### config.mk
export PLATFORM = sky130hd
export DESIGN_NAME = trellis_bank_ctrl
export DESIGN_NICKNAME = d
export VERILOG_FILES = /design/src/rtl/trellis_bank_ctrl.sv
export SDC_FILE = /design/constraint.sdc
export NUM_CORES = 1
export LEC_CHECK = 0
export CORE_ASPECT_RATIO = 0.75
export CORE_MARGIN = 5
export CORE_UTILIZATION = 38
export CTS_CLUSTER_SIZE = 20
export DETAILED_ROUTE_END_ITERATION = 8
export HOLD_SLACK_MARGIN = 0.08
export SYNTH_ARGS = -nofsm -noshare
export SYNTH_HDL_FRONTEND = slang
export SYNTH_SLANG_ARGS = --single-unit
### constraint.sdc
create_clock -name clk -period 2.5 [get_ports clk]
set_clock_uncertainty 0.1 [all_clocks]
set_input_delay 0.25 -clock clk [delete_from_list [all_inputs] [get_ports clk]]
set_output_delay 0.25 -clock clk [all_outputs]
set_load 0.05 [all_outputs]
### src/rtl/trellis_bank_ctrl.sv
// Purpose: sequences the four survivor-memory banks and starts the two traceback units.
// Latency: bank controls follow counters/sel_in by 1 cycle; traceback controls trail the bank index by 3.
// Backpressure: none; free-running while enable is high, enable low restarts the frame.
module trellis_bank_ctrl #(
    parameter int ADDR_W = 10,
    parameter int DATA_W = 8
) (
    input  logic                  clk,
    input  logic                  rst,
    input  logic                  enable,
    input  logic [DATA_W-1:0]     sel_in,
    output logic [3:0]            wr_en_o,
    output logic [4*ADDR_W-1:0]   addr_o,
    output logic [DATA_W-1:0]     wdata_o,
    output logic [1:0]            mem_bank_o,
    output logic                  frame_done_o,
    output logic [1:0]            tbu_en_o,
    output logic [1:0]            tbu_sel_o,
    output logic [7:0]            tbu_src_o
);

    localparam logic [1:0] BANK_A = 2'd0;
    localparam logic [1:0] BANK_B = 2'd1;
    localparam logic [1:0] BANK_C = 2'd2;
    localparam logic [1:0] BANK_D = 2'd3;

    logic [ADDR_W-1:0]   wr_cnt;
    logic [ADDR_W-1:0]   rd_cnt;
    logic [1:0]          mem_bank;
    logic [1:0]          mem_bank_q;
    logic [1:0]          mem_bank_q2;
    logic                wr_last;

    logic [3:0]          wr_en_nxt;
    logic [4*ADDR_W-1:0] addr_nxt;
    logic [1:0]          rel;
    logic [7:0]          tbu_src_nxt;
    logic [1:0]          tbu_sel_nxt;

    assign wr_last    = &wr_cnt;
    assign mem_bank_o = mem_bank;

    // Frame counters, bank rotation and the delayed bank-role pipeline.
    always_ff @(posedge clk or posedge rst) begin
        if (rst) begin
            wr_cnt       <= '0;
            rd_cnt       <= '1;
            mem_bank     <= BANK_A;
            mem_bank_q   <= BANK_A;
            mem_bank_q2  <= BANK_A;
            frame_done_o <= 1'b0;
        end else if (!enable) begin
            wr_cnt       <= '0;
            rd_cnt       <= '1;
            mem_bank     <= BANK_A;
            mem_bank_q   <= BANK_A;
            mem_bank_q2  <= BANK_A;
            frame_done_o <= 1'b0;
        end else begin
            // rd_cnt counts down in lockstep so it always mirrors ~wr_cnt.
            wr_cnt       <= wr_cnt + 1'b1;
            rd_cnt       <= rd_cnt - 1'b1;
            if (wr_last) begin
                mem_bank <= mem_bank + 2'd1;
            end
            frame_done_o <= wr_last;
            mem_bank_q   <= mem_bank;
            mem_bank_q2  <= mem_bank_q;
        end
    end

    // Per-bank role decode relative to the current write bank.
    always_comb begin
        wr_en_nxt = '0;
        addr_nxt  = '0;
        rel       = '0;
        for (int i = 0; i < 4; i++) begin
            rel = 2'(i) - mem_bank;
            case (rel)
                2'd0: begin
                    wr_en_nxt[i]                    = 1'b1;
                    addr_nxt[i*ADDR_W +: ADDR_W]    = wr_cnt;
                end
                2'd2: begin
                    // idle bank parks at address 0
                    addr_nxt[i*ADDR_W +: ADDR_W]    = '0;
                end
                default: begin
                    addr_nxt[i*ADDR_W +: ADDR_W]    = rd_cnt;
                end
            endcase
        end
    end

    // Traceback source and selection from the twice-delayed bank index.
    always_comb begin
        tbu_src_nxt = '0;
        tbu_sel_nxt = '0;
        case (mem_bank_q2)
            2'd0: begin
                tbu_src_nxt = {BANK_B, BANK_C, BANK_C, BANK_D};
                tbu_sel_nxt = 2'b10;
            end
            2'd1: begin
                tbu_src_nxt = {BANK_D, BANK_A, BANK_C, BANK_D};
                tbu_sel_nxt = 2'b01;
            end
            2'd2: begin
                tbu_src_nxt = {BANK_D, BANK_A, BANK_A, BANK_B};
                tbu_sel_nxt = 2'b10;
            end
            default: begin
                tbu_src_nxt = {BANK_B, BANK_C, BANK_A, BANK_B};
                tbu_sel_nxt = 2'b01;
            end
        endcase
    end

    // Registered bank controls; write data is delayed with them so it lines up with wr_en_o.
    always_ff @(posedge clk or posedge rst) begin
        if (rst) begin
            wr_en_o <= '0;
            addr_o  <= '0;
            wdata_o <= '0;
        end else if (!enable) begin
            wr_en_o <= '0;
            addr_o  <= '0;
            wdata_o <= '0;
        end else begin
            wr_en_o <= wr_en_nxt;
            addr_o  <= addr_nxt;
            wdata_o <= sel_in;
        end
    end

    // Traceback controls; enables are sticky until restart and re-arm via the role pipeline.
    always_ff @(posedge clk or posedge rst) begin
        if (rst) begin
            tbu_en_o  <= '0;
            tbu_src_o <= '0;
            tbu_sel_o <= '0;
        end else if (!enable) begin
            tbu_en_o  <= '0;
            tbu_src_o <= '0;
            tbu_sel_o <= '0;
        end else begin
            tbu_en_o  <= tbu_en_o | {(mem_bank_q2 == BANK_D), (mem_bank_q2 == BANK_C)};
            tbu_src_o <= tbu_src_nxt;
            tbu_sel_o <= tbu_sel_nxt;
        end
    end

endmodule

Yosys cells after proc, flatten, opt, wreduce, memory -nomap -nowiden
Index checks and enable logic that the tools add are counted.
- bitwise gates (word level): 1
- reduce and logical (&&, ||, !) cells: 7
- muxes and demuxes: 23
- equality and inequality tests: 8
- $add $sub $neg: 7
- operators with widths (cell ; count):
    10-bit one-hot mux with 2 select lines ; 4
    40-bit 2-to-1 mux ; 1
    8-bit one-hot mux with 3 select lines ; 1
    10-bit 2-to-1 mux ; 2
    8-bit 2-to-1 mux ; 2
    2-bit 2-to-1 mux ; 7
    2-bit equality test (second input constant) ; 6
    10-bit by 1-bit adder with 10-bit output (second input constant) ; 1
    2-bit logical NOT ; 5
    10-bit AND reduction ; 1
    10-bit by 1-bit subtractor with 10-bit output (second input constant) ; 1
    1-bit 2-to-1 mux ; 5
    4-bit 2-to-1 mux ; 1
    1-bit by 2-bit subtractor with 2-bit output (first input constant) ; 2
    2-bit subtractor (first input constant) ; 2
    2-bit by 1-bit adder with 2-bit output (second input constant) ; 1
    2-bit by 1-bit equality test with 1-bit output (second input constant) ; 1
    2-bit by 1-bit inequality test with 1-bit output (second input constant) ; 1
    2-bit bitwise OR ; 1
    2-bit OR reduction ; 1
- flip-flop bits (word level): 91
- logic and storage cells: 58
- bits of input ports: 11
- output and inout bits: 67

Longest topological paths before layout
- depth in word-level cells: 4
- depth in mapped cells: 6
- depth with buffers taken out: 5

Least setup slack after synthesis
OpenSTA, ideal clock, no wires.
- path kind: reg-to-reg
- start point: register mem_bank[1], in the netlist mem_bank_o[1]
- end point: register addr_o[37]
- slack: 0.533 ns
- arrival: 1.789 ns
- buffers on the path: 1
- clock period less this slack: 1.967 ns
- required time: 2.322 ns
- library setup time: 0.078 ns
- stages on the path, launching flop included: 6
- cells stage by stage: dfrtp_1 > inv_1 > ha_1 > clkbuf_1 > or3b_2 > a21oi_1
- longest elaborated chain between the ends: 4
- elaborated cells on any way between the ends: 5
- those cells by class: add/sub (1); eq/ne (1); mux (2); reduce/logical (1)
- ends and longest elaborated chain (element ; line ; source):
    start: declaration ; 29 ; logic [1:0] mem_bank;
    start signal: assignment ; 64 ; mem_bank <= mem_bank + 2'd1;
    2-bit subtractor * ; 78 ; rel = 2'(i) - mem_bank;
    2-bit equality test or 2-bit logical NOT (tied branches) ; 79 ; case (rel)
    10-bit one-hot mux with 2 select lines * ; 79 ;
    40-bit 2-to-1 mux * ; 125 ; end else if (!enable) begin
    end signal: assignment ; 131 ; addr_o <= addr_nxt;
    end: declaration ; 13 ; output logic [4*ADDR_W-1:0] addr_o,
Every way passes the cells marked *; elsewhere a longest branch is shown, timed or not.
A chain may end at the register's enable or synchronous reset.

Worst setup path in the final report
- start point: register mem_bank[1], in the netlist mem_bank_o[1]
- end point: output port mem_bank_o[1]
- RTL lines (element ; line ; source):
    end: declaration ; 15 ; output logic [1:0] mem_bank_o,
No word-level cell between the ends.

==> impl_metrics.json <==
{
  "outcome": "finished, final reports clean",
  "ctsRootBufferMaster": "clkbuf_16",
  "cts_max_path_buffers": 2,
  "fmax_ghz": 0.508,
  "cts_tree": "built",
  "postCtsResizedCells": 0,
  "dp_hpwl_um": 5750,
  "gp_congestion": 0.837,
  "wl_per_cell_um": 15.5,
  "numCtsBuffers": 9,
  "start_util_pct": 38.3,
  "antenna_found_initial": 0,
  "layout_min_cycle_time_ns": 1.97,
  "rows": 31,
  "yosys.area.top_type": "dfrtp_1",
  "h-tree-depth": 3,
  "area_growth_pct": 31.7,
  "yosys-top-cells-count": "dfrtp_1 (77), a21oi_1 (45), nor2_1 (34), nand2_1 (29)",
  "wl_um": 8470,
  "hold_viol": 0,
  "grt_pass1_vias": 2606,
  "grt_usage_pct": 15.4,
  "synth-async-reset-ratio_pct": 100,
  "grt.overflow.total": 0,
  "grt_max_degree": 51,
  "ys.flop_type": "dfrtp_1",
  "netlist_top_cells_area": "dfrtp_1 (53%), dfstp_2 (7.2%), a21oi_1 (6.2%)",
  "antenna_cells": 0,
  "tns_ns": 0,
  "dpl_cell_area_sq_mm": 0.00451,
  "crit_path_end_kind": "primary output",
  "viasPerCell": 4.86,
  "drc": 0,
  "drive_gt1_share_pct": 11.1,
  "drtIter0Drc": 210,
  "final_area_sq_mm": 0.00482,
  "post_cts_buffers": 0,
  "cp_num_buf_inv": 1,
  "core_sq_mm": 0.00954,
  "cts.sinks": 87,
  "leakagePower_nw": 2.04,
  "power.total_w": 0.00314,
  "crit_required_ns": 2.15,
  "finalNetCount": 434,
  "slowest_delay_ns": 0.84,
  "post-place-cells": 531,
  "synth-seq-cells": 87,
  "maxCapViolCount": 0,
  "setup_violations": 0,
  "fin_cells": 547,
  "slowest_stage": "clkdlybuf4s50_1",
  "synth.most_common_cell": "dfrtp_1",
  "dr_total_vias": 2659,
  "die-area_sq_mm": 0.0117,
  "io_pins": 78,
  "critPathMaxFanout": 6,
  "die_x_um": 123,
  "ant_nets": 0,
  "cp.arrival_ns": 1.62,
  "start_kind": "flip-flop",
  "clkTransAtPathRegs_ns": 0.06,
  "netlist_area_sq_mm": 0.00366,
  "die_h_um": 95.0,
  "grt_pass1_wl_um": 13500,
  "hold_buffers": 0,
  "synth_edf_count": 0,
  "hold_path.class": "in -> async",
  "path_class": "reg -> out",
  "rsz0062_at_grt": "false",
  "critical_path.top_delay_family": "buffers and inverters",
  "synthCells": 347,
  "port_buffers": 75,
  "cp_cell_sequence": "clkdlybuf4s50_1",
  "post-route-period-util_pct": 78.8,
  "slew_viol_final": 0,
  "fin_util_pct": 50.5,
  "p_per_area_mw_per_mm2": 652,
  "synth.distinct_cells": 32,
  "clock_latency_ns": 0.33,
  "slew_headroom_pct": 54.0,
  "drt_first_pass_iters": 4,
  "max_slew.worst_pin.slew_ns": 0.690,
  "netlist.area_leader.share_pct": 52.7,
  "ys_warn_count": 0,
  "synth_seq_area_share_pct": 59.9,
  "avgSynthCellArea_sq_um": 10.5,
  "ir_drop_mv": 0.301
}
[logic make-up after synthesis]
family / synth area share, %
AOI/OAI and AO/OA: 8.01
xor gates and xnor gates: 0.958
adders and majority gates: 4.45
buffers and inverters: 4.89
DFF: 59.9
muxes: 0.889
other: 0.103
and+or+nand+nor: 20.8
[cells in the final DEF, fill, tap and decap left out, types with 4 or more instances in the layout]
cell             count
dfrtp_1             77
clkdlybuf4s50_1     75
a21oi_1             45
nor2_1              34
nand2_1             29
nor3b_1             20
and2_1              16
ha_1                13
inv_1               11
nand3_1             10
dfstp_2             10
clkbuf_16            9
or3b_2               8
or3_1                8
o21ai_0              6
buf_4                6
o31ai_1              5
or4_1                4
[power by group]
part	leakage [nW]	internal [W]	total, W	switching (W)
clock	0.145	0.000806	0.00135	0.000540
sequential	1.11	0.00145	0.00148	0.0000267
combinational	0.779	0.000101	0.000318	0.000217
[metal layers]
metal	GRT usage, %	part of all wire [%]	vias to the layer above	wire length (um)
met4	4.24	1.0	0	87
met1	20.5	46	1288	3880
met5	0	0	-	0
met2	23.7	45	88	3780
met3	5.69	8.6	11	728
li1	-	-	1272	-
[final timing paths]
path | endpoint | start | slack, ns | cells after the start
worst max-delay path | mem_bank_o[1] | mem_bank_o[1]$_DFFE_PP0P_ | 0.53 | 1
worst min-delay path | addr_o[35]$_DFF_PP0_ | rst | 0.19 | 2
worst max register to register | mem_bank_o[0]$_DFFE_PP0P_ | wr_cnt[0]$_DFF_PP0_ | 0.56 | 4
worst min register to register | mem_bank_q2[1]$_DFF_PP0_ | mem_bank_q[1]$_DFF_PP0_ | 0.36 | 1
max in group asynchronous | rd_cnt[8]$_DFF_PP1_ | rst | 1.47 | 3
min in group clk | mem_bank_q2[1]$_DFF_PP0_ | mem_bank_q[1]$_DFF_PP0_ | 0.36 | 1
[flip-flops by register name, indices dropped and copies added, names as in the netlist, 4 cells and up]
signal	cells
tbu_src_o	4
wdata_o	8
wr_cnt	10
wr_en_o	4
addr_o	40
rd_cnt	10
[through the flow]
stage	hold slack (ns)	worst slack, ns
global placement	0.348	0.632
detailed placement	0.348	0.577
floorplan	0.181	0.533
CTS	0.192	0.513
global route	0.216	0.421
finish	0.188	0.530
[layout make-up]
cell class	instances	area, sq um
inverters	12	48.8
repair buffers	82	816
fillers	888	4720
well taps	132	165
flip-flops and latches	87	2190
clock buffers	10	239
multi-input cells	218	1290
clock inverters	6	67.6
(Power assumes the default switching activity.)
